===== src/rtl/axi4_lite_manager.sv =====
// Single-outstanding AXI4-Lite manager: turns a simple request/response port into AW/W/B or AR/R traffic.
// Optional macro AXI4_LITE_MANAGER_RESP_CHECK_EN reports non-OKAY bresp/rresp on resp_err.
module axi4_lite_manager #(
  parameter int ADDR_WIDTH = 32,
  parameter int DATA_WIDTH = 32
) (
  input  logic                    aclk,
  input  logic                    areset,
  input  logic                    req_valid,
  output logic                    req_ready,
  input  logic                    req_write,
  input  logic [ADDR_WIDTH-1:0]   req_addr,
  input  logic [DATA_WIDTH-1:0]   req_wdata,
  input  logic [DATA_WIDTH/8-1:0] req_wstrb,
  output logic                    resp_valid,
  input  logic                    resp_ready,
  output logic [DATA_WIDTH-1:0]   resp_rdata,
  output logic                    resp_err,
  output logic [ADDR_WIDTH-1:0]   awaddr,
  output logic                    awvalid,
  input  logic                    awready,
  output logic [2:0]              awprot,
  output logic [DATA_WIDTH-1:0]   wdata,
  output logic [DATA_WIDTH/8-1:0] wstrb,
  output logic                    wvalid,
  input  logic                    wready,
  input  logic [1:0]              bresp,
  input  logic                    bvalid,
  output logic                    bready,
  output logic [ADDR_WIDTH-1:0]   araddr,
  output logic                    arvalid,
  input  logic                    arready,
  output logic [2:0]              arprot,
  input  logic [DATA_WIDTH-1:0]   rdata,
  input  logic [1:0]              rresp,
  input  logic                    rvalid,
  output logic                    rready
);

  // state        | meaning
  // IDLE         | waiting for a request, req_ready high
  // WR_ADDR_DATA | AW and W in flight, each retired independently
  // WR_RESP      | waiting for B
  // RD_ADDR      | AR in flight
  // RD_DATA      | waiting for R
  // RESP         | presenting the response to the requester
  localparam logic [2:0] IDLE         = 3'd0;
  localparam logic [2:0] WR_ADDR_DATA = 3'd1;
  localparam logic [2:0] WR_RESP      = 3'd2;
  localparam logic [2:0] RD_ADDR      = 3'd3;
  localparam logic [2:0] RD_DATA      = 3'd4;
  localparam logic [2:0] RESP         = 3'd5;

  logic [2:0]              state_q, state_d;
  logic                    awvalid_q, awvalid_d;
  logic                    wvalid_q, wvalid_d;
  logic                    arvalid_q, arvalid_d;
  logic [ADDR_WIDTH-1:0]   awaddr_q, awaddr_d;
  logic [ADDR_WIDTH-1:0]   araddr_q, araddr_d;
  logic [DATA_WIDTH-1:0]   wdata_q, wdata_d;
  logic [DATA_WIDTH/8-1:0] wstrb_q, wstrb_d;
  logic [DATA_WIDTH-1:0]   rdata_q, rdata_d;
  logic                    aw_done, w_done;

  // A channel is done once its valid has dropped or it handshakes this cycle.
  assign aw_done = !awvalid_q || awready;
  assign w_done  = !wvalid_q || wready;

  always_comb begin
    state_d   = state_q;
    awvalid_d = awvalid_q;
    wvalid_d  = wvalid_q;
    arvalid_d = arvalid_q;
    awaddr_d  = awaddr_q;
    araddr_d  = araddr_q;
    wdata_d   = wdata_q;
    wstrb_d   = wstrb_q;
    rdata_d   = rdata_q;
    unique case (state_q)
      IDLE: begin
        if (req_valid) begin
          if (req_write) begin
            state_d   = WR_ADDR_DATA;
            awvalid_d = 1'b1;
            wvalid_d  = 1'b1;
            awaddr_d  = req_addr;
            wdata_d   = req_wdata;
            wstrb_d   = req_wstrb;
          end else begin
            state_d   = RD_ADDR;
            arvalid_d = 1'b1;
            araddr_d  = req_addr;
          end
        end
      end
      WR_ADDR_DATA: begin
        if (awvalid_q && awready) awvalid_d = 1'b0;
        if (wvalid_q && wready)   wvalid_d  = 1'b0;
        if (aw_done && w_done)    state_d   = WR_RESP;
      end
      WR_RESP: begin
        if (bvalid) begin
          state_d = RESP;
          rdata_d = '0;
        end
      end
      RD_ADDR: begin
        if (arready) begin
          arvalid_d = 1'b0;
          state_d   = RD_DATA;
        end
      end
      RD_DATA: begin
        if (rvalid) begin
          rdata_d = rdata;
          state_d = RESP;
        end
      end
      RESP: begin
        if (resp_ready) state_d = IDLE;
      end
      default: state_d = IDLE;
    endcase
  end

  always_ff @(posedge aclk) begin
    if (areset) begin
      state_q   <= IDLE;
      awvalid_q <= 1'b0;
      wvalid_q  <= 1'b0;
      arvalid_q <= 1'b0;
      awaddr_q  <= '0;
      araddr_q  <= '0;
      wdata_q   <= '0;
      wstrb_q   <= '0;
      rdata_q   <= '0;
    end else begin
      state_q   <= state_d;
      awvalid_q <= awvalid_d;
      wvalid_q  <= wvalid_d;
      arvalid_q <= arvalid_d;
      awaddr_q  <= awaddr_d;
      araddr_q  <= araddr_d;
      wdata_q   <= wdata_d;
      wstrb_q   <= wstrb_d;
      rdata_q   <= rdata_d;
    end
  end

`ifdef AXI4_LITE_MANAGER_RESP_CHECK_EN
  logic err_q;

  always_ff @(posedge aclk) begin
    if (areset)                             err_q <= 1'b0;
    else if (state_q == WR_RESP && bvalid)  err_q <= (bresp != 2'b00);
    else if (state_q == RD_DATA && rvalid)  err_q <= (rresp != 2'b00);
  end

  assign resp_err = err_q;
`else
  logic unused_resp;
  assign unused_resp = ^{bresp, rresp};
  assign resp_err    = 1'b0;
`endif

  assign req_ready  = (state_q == IDLE);
  assign bready     = (state_q == WR_RESP);
  assign rready     = (state_q == RD_DATA);
  assign resp_valid = (state_q == RESP);
  assign resp_rdata = rdata_q;
  assign awvalid    = awvalid_q;
  assign wvalid     = wvalid_q;
  assign arvalid    = arvalid_q;
  assign awaddr     = awaddr_q;
  assign araddr     = araddr_q;
  assign wdata      = wdata_q;
  assign wstrb      = wstrb_q;
  assign awprot     = 3'b000;
  assign arprot     = 3'b000;

endmodule


===== config.mk =====
export PLATFORM = sky130hd
export DESIGN_NAME = axi4_lite_manager
export DESIGN_NICKNAME = d
export VERILOG_FILES = /design/src/rtl/axi4_lite_manager.sv
export SDC_FILE = /design/constraint.sdc
export NUM_CORES = 1
export LEC_CHECK = 0
export CAP_MARGIN = 10
export CORE_ASPECT_RATIO = 1.25
export CORE_MARGIN = 5
export CORE_UTILIZATION = 36
export DETAILED_ROUTE_END_ITERATION = 8
export PLACE_DENSITY = 0.77
export RECOVER_POWER = 25
export SYNTH_ARGS = -nofsm -noshare
export SYNTH_HDL_FRONTEND = slang
export SYNTH_SLANG_ARGS = --single-unit

===== constraint.sdc =====
create_clock -name aclk -period 1.4 [get_ports aclk]
set_input_delay 0.28 -clock aclk [delete_from_list [all_inputs] [get_ports aclk]]
set_output_delay 0.28 -clock aclk [all_outputs]
set_load 0.01 [all_outputs]

==> results.cfg, run 1 <==
[cts]
clkTransAtPathRegs_ps = 60
clock_latency_ps = 410
root_buffer = clkbuf_16
cts_sinks = 138
numCtsBuffers = 17
ctsHoldBuffers = 0
htreeDepth = 4
cts_buffer_depth = 2
cts_tree = done

[place]
place_ws_ps = -415.4
port-buffer-count = 248
routabilityCongestion = 0.8084
placed_area_sq_um = 7746
place_hpwl_microns = 10670

[routing]
firstDrtPassIters = 4
ant_nets = 0
vias_per_cell = 5.035
drt-initial-drc-count = 160
drc = 0
totalWireLength_microns = 20340
wl_per_cell_microns = 18.99
num_vias = 5392

[cells_and_area]
fin_area_sq_um = 10010
regArea_sq_um = 2774
final_layout_size_suffix_gt1_share_pct = 36.16
nets = 997
multi_input_area_sq_um = 2949
antenna_cells = 0
area_growth_pct = 99.20
final_cell_mix = dfxtp_1, nand2_1, clkdlybuf4s50_1
final_common_cell = dfxtp_1
fillCellCount = 963

[synth]
synth-compound-area-share_pct = 17.72
synthSimpleGateAreaFrac_pct = 20.69
ys.flop_type = dfxtp_1
async_flop_share_pct = 0
ys_types = 31
synth_top_family_by_area = simple AND/OR/NAND/NOR gates
seq_area_frac_synth_pct = 54.97
synth-edff-count = 0
synth_area_sq_um = 5026
synth-warning-count = 0
syn-instance-count = 599
synth_mux_area_share_pct = 0.3983
ys_ff_latch = 138
avgSynthCellArea_sq_um = 8.391
yosys.area_share.adder_pct = 0
synth-xor-area-share_pct = 0

[global_route]
antenna_found_initial = 0
grt_overflow = 0
grt_pass1_vias = 5427
grt_pass1_wl_microns = 29450
grt_start_max_net_pins = 66
grt_util_all_layers_pct = 22.97

[status]
outcome = finished, violations left
violations = negative setup slack

[setup_path]
startpoint_type = flip-flop
arrival_ps = 2010
worst_path_max_delay_cell = a2111oi_0
end_kind = flip-flop
required_ps = 1730
rrSetupSlack_ps = -280
reg2regPathDepth = 5
cp_max_fo = 6
critical_path.cell_chain = buf_4, nor2b_1, a2111oi_0, a211o_1, mux2i_1
critical_path_class = reg -> reg
slowest_delay_ps = 570

[power]
internal_power_w = 0.01007
power_frac_clock_pct = 30.0
p_sw_share_pct = 32.37
power_density_nw_per_um2 = 1487
peakVddDrop_uv = 838.9
finalPower_w = 0.01489
power.share.sequential_pct = 32.1
switchingPower_w = 0.004819
p_leak_nw = 4.217
comb_power_share_pct = 37.9

[sta]
final-setup-viol-count = 141
fin_crit_ps = 1683
clock.fmax_mhz = 594.2
tightestPinTransition_ps = 600.4
skew_ps = 9.078
rsz0062_at_grt = true
fin_ws_ps = -282.9
hold_viol = 0
holdWs_ps = 186.6
drv_slew = 0
relSlewSlack_pct = 58.94
fin_setup_tns_ps = -16130
min_period_over_period_pct = 120.2

[die]
core-area_sq_um = 13750
ios = 260
rows = 48
dieArea_sq_um = 16440
die_w_microns = 115.7
start_util_pct = 36.54
die_y_microns = 142.1

[hold_path]
hold_path.class = in -> reg
min_path_cells = 2

[flow_run]
drv_cap = 0
==> per-stage QoR <==
stage / cells / utilization (%)
floorplan: 605 / -
global placement: 996 / 56.32
detailed placement: 996 / 56.32
CTS: 1069 / 68.65
global route: 1071 / 72.80
finish: 1071 / 72.80
==> power by group through the flow <==
stage	combinational [W]	clock [W]	sequential, W
2_1_floorplan	0.00152	0	0.00494
3_3_place_gp	0.00355	0	0.00474
3_5_place_dp	0.00357	0	0.00476
4_1_cts	0.00510	0.00450	0.00472
5_1_grt	0.00595	0.00475	0.00485
6_report	0.00564	0.00447	0.00478
==> worst max-delay path: cells and delay by family (launching register included) <==
kind                   cells  cell delay (ps)
muxes                      1              220
and+or+nand+nor            1               40
AOI/OAI and AO/OA          2              840
buffers and inverters      1              120
DFF                        1              380
==> metal layers <==
metal	wire length [microns]	vias to the layer above	track usage, %
met5	0	-	0
met4	763	0	10.20
met3	1242	48	7.444
met2	10850	199	40.55
met1	7482	2599	24.93
li1	-	2546	-
==> final timing paths <==
path	start	end
setup reg to reg	state_q[2]	state_q[0]
hold / removal	areset	resp_rdata[25]
hold reg to reg	araddr[19]	araddr[19]
setup / recovery	state_q[2]	state_q[0]
==> what timing repair did <==
action | CTS | global route
pin swaps | 98 | 58
cloned | 19 | 3
setup buffers | 23 | 4
setup endpoints to repair | 272 | 155
resized for setup | 323 | 185
==> registers in the layout, summed over array words and instances, names as in the netlist <==
signal / cells
araddr: 32
wvalid: 1
resp_rdata: 32
awvalid: 1
state_q: 3
wstrb: 4
arvalid: 1
awaddr: 32
wdata: 32
==> cells in the mapped netlist (4+ instances only) <==
| cell type | count | area share [%] |
|---|---|---|
| buf_4 | 12 | 1.8 |
| nand2_1 | 202 | 15 |
| a21oi_1 | 102 | 10 |
| a22oi_2 | 10 | 2.5 |
| buf_2 | 16 | 1.6 |
| clkbuf_1 | 22 | 1.6 |
| nor2_1 | 38 | 2.8 |
| dfxtp_1 | 138 | 55 |
| a22oi_1 | 22 | 3.3 |
| buf_6 | 4 | 0.90 |
==> final cells by class <==
type | count | share of cell area (%)
Sequential cell | 138 | 27.71
Multi-Input combinational cell | 410 | 29.46
Inverter | 3 | 0.1125
Clock buffer | 19 | 4.424
Clock inverter | 13 | 1.412
Timing Repair Buffer | 313 | 34.70
Tap cell | 175 | 2.187
==> cells by family (layout without fill, tap and decap cells) <==
logic type / Yosys count / in the layout
and+or+nand+nor: 258 / 258
buffers and inverters: 57 / 348
AOI/OAI and AO/OA: 143 / 143
other: 1 / 7
muxes: 2 / 2
DFF: 138 / 138
No activity file was read; power rests on OpenSTA's default activity.
==> run 2, diff against run 1 <==
--- a/config.mk
+++ b/config.mk
@@ -5,7 +5,7 @@
 export SDC_FILE = /design/constraint.sdc
 export NUM_CORES = 1
 export LEC_CHECK = 0
-export CAP_MARGIN = 10
+export CAP_MARGIN = 20
 export CORE_ASPECT_RATIO = 1.25
 export CORE_MARGIN = 5
 export CORE_UTILIZATION = 36
==> constraint.sdc (replaced) <==
create_clock -name aclk -period 1.4 [get_ports aclk]
set_input_delay 0.21 -clock aclk [delete_from_list [all_inputs] [get_ports aclk]]
set_output_delay 0.21 -clock aclk [all_outputs]
set_load 0.01 [all_outputs]
==> run 2 against run 1 <==
Compared with the run above:
- the run still ends with negative setup slack left
- die area did not move
- wire length is 17% lower
- critical path depth rose by 2
- first-iteration DRC count is 14% higher
- highest routed layer unchanged
==> results.cfg, run 2 (same netlist as run 1, synthesis figures left out) <==
[cells_and_area]
final_layout_size_suffix_gt1_share_pct = 14.20
area_growth_pct = 73.14
antenna_cells = 0
fillCellCount = 1222
multi_input_area_sq_um = 2096
regArea_sq_um = 2771
final_common_cell = nand2_1
nets = 976
fin_area_sq_um = 8702
final_cell_mix = nand2_1, dfxtp_1, dlygate4sd2_1

[cts]
cts_tree = done
ctsHoldBuffers = 0
cts_buffer_depth = 2
clock_latency_ps = 400
htreeDepth = 4
root_buffer = clkbuf_16
numCtsBuffers = 17
cts_sinks = 138
clkTransAtPathRegs_ps = 60

[place]
port-buffer-count = 248
placed_area_sq_um = 7824
place_hpwl_microns = 11250
place_ws_ps = -333.0
routabilityCongestion = 0.8166

[routing]
num_vias = 5047
dr_wl_met3_microns = 1124
wl_per_cell_microns = 16.08
drc = 0
firstDrtPassIters = 4
ant_nets = 0
wl_met2_microns = 8772
wl_met1_microns = 6416
totalWireLength_microns = 16860
drt-initial-drc-count = 183
routed.top_layer = met4
vias_per_cell = 4.816

[setup_path]
startpoint_type = flip-flop
reg2regPathDepth = 7
r2r_end = awaddr[6]
rrSetupSlack_ps = -110
reg2reg_from = state_q[1]
critical_path_class = reg -> reg
required_ps = 1680
arrival_ps = 1790
crit_path_start = state_q[1]
end_kind = flip-flop
cp_max_fo = 24
endpoint = awaddr[6]

[sta]
fin_ws_ps = -110.6
min_period_over_period_pct = 107.9
holdWs_ps = 196.4
rsz0062_at_grt = true
skew_ps = 11.24
drv_slew = 0
clock.fmax_mhz = 662.0
final-setup-viol-count = 102
hold_viol = 0
fin_crit_ps = 1511
fin_setup_tns_ps = -6990

[status]
violations = negative setup slack
outcome = finished, violations left

[global_route]
grt_util_all_layers_pct = 19.75
grt_start_max_net_pins = 35
grt_pass1_wl_microns = 25610
grt_pass1_vias = 4812
grt_overflow = 0
antenna_found_initial = 0

[flow_run]
drv_cap = 0

[power]
power_frac_clock_pct = 36.2
internal_power_w = 0.009639
p_sw_share_pct = 28.56
switchingPower_w = 0.003854
p_leak_nw = 3.823
power.share.sequential_pct = 34.8
comb_power_share_pct = 29.0
peakVddDrop_uv = 816.7
power_density_nw_per_um2 = 1551

[die]
dieArea_sq_um = 16440
core-area_sq_um = 13750
start_util_pct = 36.54
rows = 48
die_w_microns = 115.7
ios = 260
die_y_microns = 142.1

[hold_path]
hold_path.class = in -> reg
[run 2: cell count changes in the layout (fill, tap and decap cells not counted), moves of 4 or more]
cell / delta
buf_16: -12
a22oi_1: +21
clkbuf_1: -6
a21oi_1: +71
a22oi_2: -21
a21oi_2: -71
nand2_1: +78
clkdlybuf4s15_1: -24
dlygate4sd2_1: +30
nand2_2: -22
buf_8: -4
buf_4: +8
buf_6: -9
nand2_4: -56
[run 2: power by group through the flow]
stage	clock network [W]	logic (W)	registers, W
3_5_place_dp	0	0.00368	0.00477
4_1_cts	0.00499	0.00378	0.00469
2_1_floorplan	0	0.00152	0.00494
5_1_grt	0.00518	0.00422	0.00477
3_3_place_gp	0	0.00364	0.00475
6_report	0.00488	0.00391	0.00470
[run 2: how the worst min path moves through the flow]
stage                     startpoint             end  slack [ps]  depth (start not counted)
after floorplan              awready         awvalid         330                          1
after global placement     araddr[6]       araddr[6]         440                          2
after detailed placement   araddr[9]       araddr[9]         450                          2
after CTS                     areset  resp_rdata[26]         190                          2
after global routing          areset  resp_rdata[30]         200                          2
final                         areset  resp_rdata[26]         200                          2
[run 2: layout make-up]
type	count	share of cell area, %
inverter	3	0.1294
multi-input combinational	410	24.08
sequential	138	31.85
clock buffer	19	5.090
timing repair buffer	292	34.08
tap	175	2.516
clock inverter	11	2.257
[run 2: what timing repair did]
| item | 4_1_cts | 5_1_grt |
|---|---|---|
| gates cloned | 6 | 1 |
| gates resized for setup | 180 | 20 |
| endpoints found under the setup margin | 277 | 125 |
| setup buffers | 5 | 3 |
| pin swaps | 10 | 3 |
[run 2: per-layer routing]
metal | track usage [%] | vias to the layer above
met2 | 33.99 | 170
met5 | 0 | -
met1 | 22.55 | 2360
met4 | 8.980 | 0
li1 | - | 2488
met3 | 5.657 | 29
[run 2: critical path, cell delays in order, from the launching register on]
cell and delay (ps):
dfxtp_4 390, nor3_4 250, buf_4 160, nand3_4 140
buf_12 180, buf_12 150, nand2_1 70, a21oi_1 60
[run 2: through the flow]
stage	total power [W]	cells	utilization (%)
floorplan	0.006467	605	-
global placement	0.008391	1003	56.89
CTS	0.01347	1044	62.33
detailed placement	0.008452	1003	56.89
global route	0.01417	1048	63.27
finish	0.01349	1048	63.27
